<file path="src/rtl/auth_lockout_ctrl.sv">
// Attempt/unlock/lockout sequencer behind the code comparator: one attempt per button press,
// timed unlock, consecutive-failure count and timed lockout. Optional alarm under AUTH_ALARM_EN.
module auth_lockout_ctrl #(
    parameter int MAX_TRIES   = 3,
    parameter int OPEN_CYCLES = 8,
    parameter int LOCK_CYCLES = 16,
    localparam int W = $clog2(MAX_TRIES + 1)
) (
    input  logic         clk,
    input  logic         rst,
    input  logic         matched,
    input  logic         unmatched,
    output logic         unlock,
    output logic         locked_out,
    output logic         attempt,
    output logic [W-1:0] fail_cnt
`ifdef AUTH_ALARM_EN
    ,
    output logic         alarm
`endif
);

    localparam int MAXC = (OPEN_CYCLES > LOCK_CYCLES) ? OPEN_CYCLES : LOCK_CYCLES;
    localparam int TW   = ($clog2(MAXC) < 1) ? 1 : $clog2(MAXC);

    typedef enum logic [1:0] {
        IDLE   = 2'd0,
        OPEN   = 2'd1,
        LOCKED = 2'd2
    } state_t;

    state_t        state_reg;
    logic [TW-1:0] timer_reg;
    logic          press_reg;
    logic          press;
    logic          press_edge;
    logic          good;

    always_comb begin
        press      = matched | unmatched;
        press_edge = press & ~press_reg;
        // both levels at once is an illegal comparator state and counts as a failure
        good       = matched & ~unmatched;
    end

`ifdef AUTH_ALARM_EN
    logic [1:0] lock_cnt_reg;
`endif

    always_ff @(posedge clk or posedge rst) begin
        if (rst) begin
            state_reg    <= IDLE;
            timer_reg    <= '0;
            press_reg    <= 1'b0;
            unlock       <= 1'b0;
            locked_out   <= 1'b0;
            attempt      <= 1'b0;
            fail_cnt     <= '0;
`ifdef AUTH_ALARM_EN
            lock_cnt_reg <= 2'd0;
            alarm        <= 1'b0;
`endif
        end else begin
            // press history tracks in every state so a held button never re-triggers
            press_reg <= press;
            attempt   <= 1'b0;
            case (state_reg)
                IDLE: begin
                    if (press_edge) begin
                        attempt <= 1'b1;
                        if (good) begin
                            state_reg <= OPEN;
                            unlock    <= 1'b1;
                            fail_cnt  <= '0;
                            timer_reg <= TW'(OPEN_CYCLES - 1);
`ifdef AUTH_ALARM_EN
                            lock_cnt_reg <= 2'd0;
`endif
                        end else if (fail_cnt == W'(MAX_TRIES - 1)) begin
                            state_reg  <= LOCKED;
                            locked_out <= 1'b1;
                            fail_cnt   <= W'(MAX_TRIES);
                            timer_reg  <= TW'(LOCK_CYCLES - 1);
`ifdef AUTH_ALARM_EN
                            if (lock_cnt_reg != 2'd3) begin
                                lock_cnt_reg <= lock_cnt_reg + 2'd1;
                            end
                            // the counter's next value is 3 when it is already 2 or saturated
                            alarm <= (lock_cnt_reg >= 2'd2);
`endif
                        end else if (fail_cnt != W'(MAX_TRIES)) begin
                            fail_cnt <= fail_cnt + 1'b1;
                        end
                    end
                end
                OPEN: begin
                    if (timer_reg == '0) begin
                        state_reg <= IDLE;
                        unlock    <= 1'b0;
                    end else begin
                        timer_reg <= timer_reg - 1'b1;
                    end
                end
                LOCKED: begin
                    if (timer_reg == '0) begin
                        state_reg  <= IDLE;
                        locked_out <= 1'b0;
                        fail_cnt   <= '0;
`ifdef AUTH_ALARM_EN
                        alarm      <= 1'b0;
`endif
                    end else begin
                        timer_reg <= timer_reg - 1'b1;
                    end
                end
                default: begin
                    state_reg  <= IDLE;
                    unlock     <= 1'b0;
                    locked_out <= 1'b0;
                end
            endcase
        end
    end

endmodule

</file>
<file path="config.mk">
export PLATFORM = sky130hd
export DESIGN_NAME = auth_lockout_ctrl
export DESIGN_NICKNAME = d
export VERILOG_FILES = /design/src/rtl/auth_lockout_ctrl.sv
export SDC_FILE = /design/constraint.sdc
export NUM_CORES = 1
export LEC_CHECK = 0
export BUFFER_PORTS_ARGS = -buffer_cell sky130_fd_sc_hd__buf_2
export CAP_MARGIN = 10
export CORE_MARGIN = 1.5
export CORE_UTILIZATION = 40
export CTS_CLUSTER_SIZE = 28
export DETAILED_ROUTE_END_ITERATION = 10
export GPL_TIMING_DRIVEN = 0
export PLACE_DENSITY = 0.6
export SETUP_SLACK_MARGIN = 0.05
export SYNTH_ARGS = -nofsm -noshare
export SYNTH_HDL_FRONTEND = slang
export SYNTH_SLANG_ARGS = --single-unit
</file>
<file path="constraint.sdc">
create_clock -name clk -period 1.8 [get_ports clk]
set_clock_uncertainty 0.2 [all_clocks]
set_input_delay 0.09 -clock clk [delete_from_list [all_inputs] [get_ports clk]]
set_output_delay 0.09 -clock clk [all_outputs]
set_load 0.02 [all_outputs]
</file>
# After elaboration in Yosys (flattened, before gate mapping)
# Cells that the tools add are included.
# totals
inputBits,4
output_inout_bits,5
ff_bits,12
wordCells,65
# classes
bitwise_logic,7
reduce_logical,10
addsub,2
n_eq_ne,14
muxes,25
# op_table
op,n
2-bit 2-to-1 mux,8
4-bit 2-to-1 mux,4
2-bit inequality test (second input constant),8
4-bit AND reduction,3
1-bit 2-to-1 mux,8
2-bit one-hot mux with 2 select lines,2
4-bit one-hot mux with 2 select lines,1
1-bit one-hot mux with 3 select lines,2
5-bit AND reduction,1
2-bit == test (second input constant),2
4-bit logical NOT,1
4-bit inequality test (second input constant),1
1-bit NOT,4
2-bit nonzero test,2
4-bit by 1-bit subtractor with 4-bit output (second input constant),1
3-bit inequality test (second input constant),1
3-bit AND reduction,1
2-bit by 1-bit adder with 2-bit output (second input constant),1
1-bit AND,2
2-bit by 1-bit == test with 1-bit output (second input constant),1
2-bit logical NOT,1
2-bit by 1-bit inequality test with 1-bit output (second input constant),1
2-bit OR reduction,1
1-bit bitwise OR,1

# Longest topological paths before layout
# Gate-level depths: netlist of the first run.
# depth
depth_word,6
ltp_mapped,7
ltp_nobuf,6

# Worst setup path after synthesis of the first run
# OpenSTA, ideal clock, no wires.
# synth_path
kind,register -> register
from,register timer_reg[0]
to,register state_reg[1]
stages_incl_launch_ff,7
setup_time_ps,128
arrival_time_ps,1605
path_buffers,1
synth_period_minus_slack_ps,1932
required_ps,1472
slack_ps,-132
cell_sequence,dfrtp_1 > inv_1 > ha_1 > or3b_1 > buf_4 > a21oi_4 > mux2_1
# synth_between
elab_chain_len,3
# synth_lines
element,line_no,source
from (decl),33,logic [TW-1:0] timer_reg;
from (signal assigned),75,timer_reg <= TW'(OPEN_CYCLES - 1);
from (signal assigned),83,timer_reg <= TW'(LOCK_CYCLES - 1);
from (signal assigned),101,timer_reg <= timer_reg - 1'b1;
4-bit logical NOT,"97, 105",
2-bit by 1-bit inequality test with 1-bit output (no line),--,
3-bit AND reduction (no line),--,
to (signal assigned),98,state_reg <= IDLE;
to (signal assigned),106,state_reg <= IDLE;
to (signal assigned),117,state_reg <= IDLE;
to (decl),32,state_t state_reg;
# No other way between the ends.
# A chain may end at the register's enable or synchronous reset.

# Final worst setup path of the first run
# layout_path
from,register timer_reg[0]
to,register timer_reg[0]
# layout_between
elab_chain_len,3
elab_cells_between_ends,6
cone_classes,add/sub: 1; eq/ne: 1; mux: 2; reduce/logical: 2
# layout_lines
element
4-bit by 1-bit subtractor with 4-bit output or 4-bit logical NOT (tied branches)
4-bit 2-to-1 mux or 2-bit inequality test (tied branches)
4-bit one-hot mux with 2 select lines or 4-bit AND reduction (tied branches)
# Several ways; a longest one is shown, not always the timed one. The select of a mux whose other input is x is not followed.

==> results of run 1 <==
==> worst max-delay path, stage by stage (launching register included) <==
cell     delay [ns]
dfrtp_1        0.40
inv_2          0.08
ha_4           0.14
or3b_1         0.35
buf_6          0.14
buf_4          0.13
buf_6          0.11
nand3_2        0.06
o22ai_1        0.07
a21oi_1        0.14
==> cell usage in the layout, fill, tap and decap left out, drive strengths merged <==
| master | count |
|---|---|
| nor2b | 2 |
| ha | 7 |
| or3b | 1 |
| inv | 10 |
| a21bo | 1 |
| a211o | 1 |
| nor3 | 2 |
| nand3 | 5 |
| a21boi | 2 |
| a41oi | 2 |
| nand3b | 2 |
| dlygate4sd3 | 3 |
| o22ai | 1 |
| o31a | 1 |
| nand2 | 4 |
| o21a | 1 |
| buf | 24 |
| mux2 | 1 |
| nand2b | 2 |
| nand4b | 1 |
| mux2i | 2 |
| or4 | 1 |
| a21o | 1 |
| a31oi | 3 |
| clkbuf | 4 |
| dfrtp | 12 |
| a21oi | 7 |
| o21ai | 5 |
| nor2 | 3 |
| a2bb2oi | 1 |
| a221oi | 1 |
==> how the worst max path moves through the flow <==
stage,from,end,slack [ns],cells past startpoint
after floorplan,timer_reg[0],state_reg[1],-0.04,6
after global placement,timer_reg[0],state_reg[1],-0.12,6
after detailed placement,state_reg[0],fail_cnt[1],-0.12,6
after CTS,timer_reg[0],state_reg[1],-0.10,6
after global routing,timer_reg[0],timer_reg[0],-0.17,9
final,timer_reg[0],timer_reg[0],-0.11,9
==> synthesized netlist by cell type (all sizes together) <==
| cell | count | area [sq um] |
|---|---|---|
| a31oi | 3 | 18.8 |
| nor2 | 3 | 11.3 |
| a21o | 1 | 7.51 |
| inv | 10 | 37.5 |
| dfrtp | 12 | 300 |
| nand3 | 5 | 25.0 |
| a21bo | 1 | 10.0 |
| nand4b | 1 | 8.76 |
| o21ai | 5 | 25.0 |
| nand2 | 4 | 15.0 |
| a21boi | 2 | 15.0 |
| ha | 7 | 87.6 |
| a21oi | 7 | 50.1 |
| a41oi | 2 | 17.5 |
| nand2b | 2 | 15.0 |
| buf | 1 | 7.51 |
| o31a | 1 | 8.76 |
| a211o | 1 | 8.76 |
| o22ai | 1 | 6.26 |
| nor3 | 2 | 10.0 |
| mux2i | 2 | 20.0 |
| nand3b | 2 | 15.0 |
| nor2b | 2 | 15.0 |
| or3b | 1 | 8.76 |
| mux2 | 1 | 11.3 |
| a221oi | 1 | 8.76 |
| a2bb2oi | 1 | 8.76 |
| or4 | 1 | 7.51 |
| o21a | 1 | 7.51 |
| clkbuf | 1 | 3.75 |
==> power by group through the flow <==
stage               logic (mW)  clock network [mW]  registers (mW)
finish                    1.54               0.230           0.482
global route              1.68               0.248           0.501
CTS                       1.20               0.240           0.471
detailed placement        1.05                   0           0.474
global placement          1.02                   0           0.471
floorplan                0.784                   0           0.512
==> what timing repair did <==
action	4_1_cts	5_1_grt
pin swaps	3	6
setup endpoints to repair	10	10
hold buffers	3	0
resized for setup	14	15
setup buffers	6	8
hold endpoints to repair	14	0
==> stage by stage <==
| stage | area [sq um] | hold slack, ns | util, % | TNS, ns | worst slack, ns |
|---|---|---|---|---|---|
| floorplan | 817 | -0.245 | - | -0.0372 | -0.0372 |
| global placement | 888 | -0.0638 | 49.8 | -0.363 | -0.119 |
| detailed placement | 888 | -0.0581 | 49.8 | -0.382 | -0.122 |
| CTS | 1040 | 0.0729 | 58.4 | -0.341 | -0.102 |
| global route | 1180 | 0.173 | 66.3 | -1.03 | -0.170 |
| finish | 1180 | 0.142 | 66.3 | -0.476 | -0.106 |
==> metal layers <==
metal	track usage, %	wire length (um)
met1	21.7	829
met2	35.4	1080
met3	5.66	58
met4	7.22	12
met5	0	0
==> cells by family after synthesis <==
logic type	Yosys count	synth area share (%)
AO/OA/AOI/OAI	27	24.3
AND/OR/NAND/NOR	23	16.6
buffers and inverters	12	6.16
flip-flops	12	37.9
adder cells (fa/ha/maj)	7	11.1
multiplexers	3	3.95
==> area by class of cell <==
type                       count  area, sq um
timing repair buffer          25          179
fill                         136          601
buffer                         2         18.8
inverter                      10         37.5
clock buffer                   4         36.3
tap                           25         31.3
sequential                    12          303
multi-input combinational     60          577
==> out/metrics.yaml, run 1 <==
run_status: "complete, but fails checks"
violations: "negative setup slack"
power_frac_seq_pct: 21.4
grt_pass1_wl_um: 3040
place_inst: 117
power_frac_clock_pct: 10.2
fin_crit_sh_pct: 106
antenna_found_initial: 0
rows: 15
wire_per_inst_um: 14.3
combPwrFrac_pct: 68.4
dr_total_vias: 751
critPathKind: "reg2reg"
largest_reg_flops: 4
wl_um: 1980
syn_to_final_growth_pct: 49.3
critPathLaunchType: "flop"
netSwitchingPower_mw: 0.984
r2r-end: "timer_reg[0]"
grt_max_degree: 13
fin_crit_ns: 1.91
crit_path_max_fanout: 6
cap_violations: 0
clk-insertion-delay-late_ns: 0.29
tightest_slew_ns: 0.515
stdcell_count: 138
p_per_area_nw_per_um2: 1910
num-nets-final: 125
setup_violations: 7
yosys_warnings: 0
slew_headroom_pct: 65.6
ctsLongestPathBuffers: 2
vdd_drop_max_mv: 1.09
rsz0062_at_grt: "true"
drive_above_1_share_pct: 50.4
vias_per_cell: 5.44
syn_area_sq_um: 792
grt_pass1_vias: 683
seq_area_frac_synth_pct: 37.9
dpl.hpwl_um: 1220
fmax_mhz: 525
route.detailed.drc: 0
hold_viol: 0
initial_core_util_pct: 44.4
slew_viol_final: 0
dieHeight_um: 47.5
synth_fp_nets: 95
dr.pass1.iters: 4
leakagePower_nw: 0.505
ant_nets: 0
timing.rr.start: "timer_reg[0]"
syn_area_per_cell_sq_um: 9.43
netlist_instances: 84
port_buffers: 8
hp-class: "in2reg"
clk_pin_slew_ns: 0.09
grtUsageTotal_pct: 19.6
end_kind: "flop"
cp.required_ns: 1.81
holdPathStages: 5
hold_path_end: "fail_cnt[0]"
synth_seq_cells: 12
cts_tree: "yes"
reg2reg_setup_slack_ns: -0.11
antenna_cells: 0
clock-sinks: 12
die-area_sq_um: 2260
cts-root-buf: "clkbuf_4"
overflow: 0
ios: 9
holdCritStartpoint: "unmatched"
fin_ws_ns: -0.106
cts_buffers: 3
p_int_mw: 1.27
routabilityCongestion: 0.769
p_sw_share_pct: 43.7
critPathArrivalTime_ns: 1.92
r2r.worst_path.cells: 9
die-width_um: 47.5
total_power_mw: 2.25
core-area_sq_um: 1780
synth_cell_types: 35
htreeDepth: 1
drt_iter0_markers: 5
No activity file was read; power rests on OpenSTA's default activity.
==> inputs of run 2 (changes only) <==
Settings changed: TNS_END_PERCENT set to 30.
==> out/metrics.yaml, run 2 (same netlist as run 1, synthesis figures left out) <==
run_status: "complete, but fails checks"
violations: "negative setup slack"
ios: 9
grt_pass1_vias: 603
hold_viol: 0
hp-class: "in2reg"
cts-root-buf: "clkbuf_4"
die-width_um: 47.5
wire_per_inst_um: 13.3
timing.rr.start: "timer_reg[0]"
htreeDepth: 1
overflow: 0
critPathTopFamily: "flip-flops"
nFillCells: 163
antenna_found_initial: 0
p_per_area_nw_per_um2: 1840
whs_ns: 0.116
rsz0062_at_grt: "true"
final_cell_mix: "dfrtp_1 (10), buf_2 (8), buf_4 (7)"
clk_pin_slew_ns: 0.07
critPathArrivalTime_ns: 1.82
r2r.worst_path.cells: 6
dpl.hpwl_um: 1200
preCtsSetupSlack_ns: -0.131
num-nets-final: 117
initial_core_util_pct: 44.4
die-area_sq_um: 2260
endpoint: "state_reg[1]"
fin_ws_ns: -0.0637
drive_above_1_share_pct: 38.1
slew_viol_final: 0
r2r-end: "state_reg[1]"
place_inst: 117
leakagePower_nw: 0.466
cap_violations: 0
wl_um: 1730
cts_tree: "yes"
dieHeight_um: 47.5
slew_headroom_pct: 68.5
total_power_mw: 1.94
vdd_drop_max_mv: 1.25
routabilityCongestion: 0.809
finalSetupTns_ns: -0.0888
cts_buffers: 3
final_common_cell: "dfrtp_1"
rows: 15
crit_slowest_cell: "dfrtp_1"
critPathKind: "reg2reg"
clock-sinks: 12
grt_pass1_wl_um: 2700
worst-path-buf-inv: 2
cp.required_ns: 1.76
vias_per_cell: 5.38
grtUsageTotal_pct: 17.6
crit_path_max_incr_delay_ns: 0.39
reg2reg_setup_slack_ns: -0.06
core-area_sq_um: 1780
ant_nets: 0
tightest_slew_ns: 0.473
crit_path_max_fanout: 6
syn_to_final_growth_pct: 32.9
stdcell_count: 130
route.detailed.drc: 0
port_buffers: 8
cp.depth: 6
setup_violations: 2
crit_chain: "inv_2, ha_4, or3b_1, buf_6, a21oi_4, mux2_4"
dr_total_vias: 700
end_kind: "flop"
drt_iter0_markers: 8
antenna_cells: 0
largest_reg_flops: 4
cp-startpoint: "timer_reg[0]"
fmax_mhz: 537
clk-insertion-delay-late_ns: 0.28
critPathLaunchType: "flop"
fin_crit_sh_pct: 104
dr.pass1.iters: 4
ctsLongestPathBuffers: 2
fin_crit_ns: 1.86
grt_max_degree: 13
==> run 2: cell count changes in the layout (fill, tap and decap cells not counted), sizes merged <==
cell	delta
buf	-8
dlymetal6s4s	+1
dlygate4sd3	-1
==> run 2: repair_timing <==
| item | in CTS | in global routing |
|---|---|---|
| hold endpoints to repair | 14 | 0 |
| endpoints found under the setup margin | 10 | 10 |
| pin swaps | 4 | 1 |
| hold buffers | 3 | 0 |
| gates resized for setup | 8 | 8 |
| setup buffers | 5 | 1 |
==> run 2: cell type report <==
class,instances,area (sq um),area share (%)
Inverter,10,37.5,3.57
Clock buffer,4,36.3,3.45
Timing Repair Buffer,17,118,11.2
Buffer,2,18.8,1.78
Sequential cell,12,303,28.8
Multi-Input combinational cell,60,508,48.3
Tap cell,25,31.3,2.97
==> run 2: per-layer routing <==
metal  part of all wire [%]  vias to the layer above  global-route usage [%]
li1                       -                      346                       -
met4                   0.69                        0                    6.67
met2                     50                       13                    27.6
met5                      0                        -                       0
met1                     46                      339                    23.4
met3                    3.6                        2                    4.53
==> run 2: how the worst min path moves through the flow <==
stage,cells after the start,start,to,slack (ns)
after floorplan,1,rst,attempt,-0.25
after detailed placement,2,rst,state_reg[1],-0.07
final,4,unmatched,fail_cnt[1],0.12
after CTS,4,unmatched,fail_cnt[1],0.07
after global placement,2,rst,state_reg[1],-0.07
after global routing,4,unmatched,fail_cnt[1],0.14
==> run 2: worst register-to-register path, stage by stage, from the launching register on <==
cell     delay [ns]
dfrtp_1        0.39
inv_2          0.08
ha_4           0.12
or3b_1         0.35
buf_6          0.15
a21oi_4        0.14
mux2_4         0.31
==> run 2: metrics by stage <==
stage | instance area (sq um) | util [%]
floorplan | 817 | -
global placement | 888 | 49.8
detailed placement | 888 | 49.8
CTS | 1020 | 57.0
global route | 1050 | 59.0
finish | 1050 | 59.0
==> run 2: report_power, final <==
| part | internal, mW | switching, mW |
|---|---|---|
| sequential | 0.382 | 0.0913 |
| clock | 0.123 | 0.0942 |
| combinational | 0.583 | 0.663 |
| total | 1.09 | 0.848 |
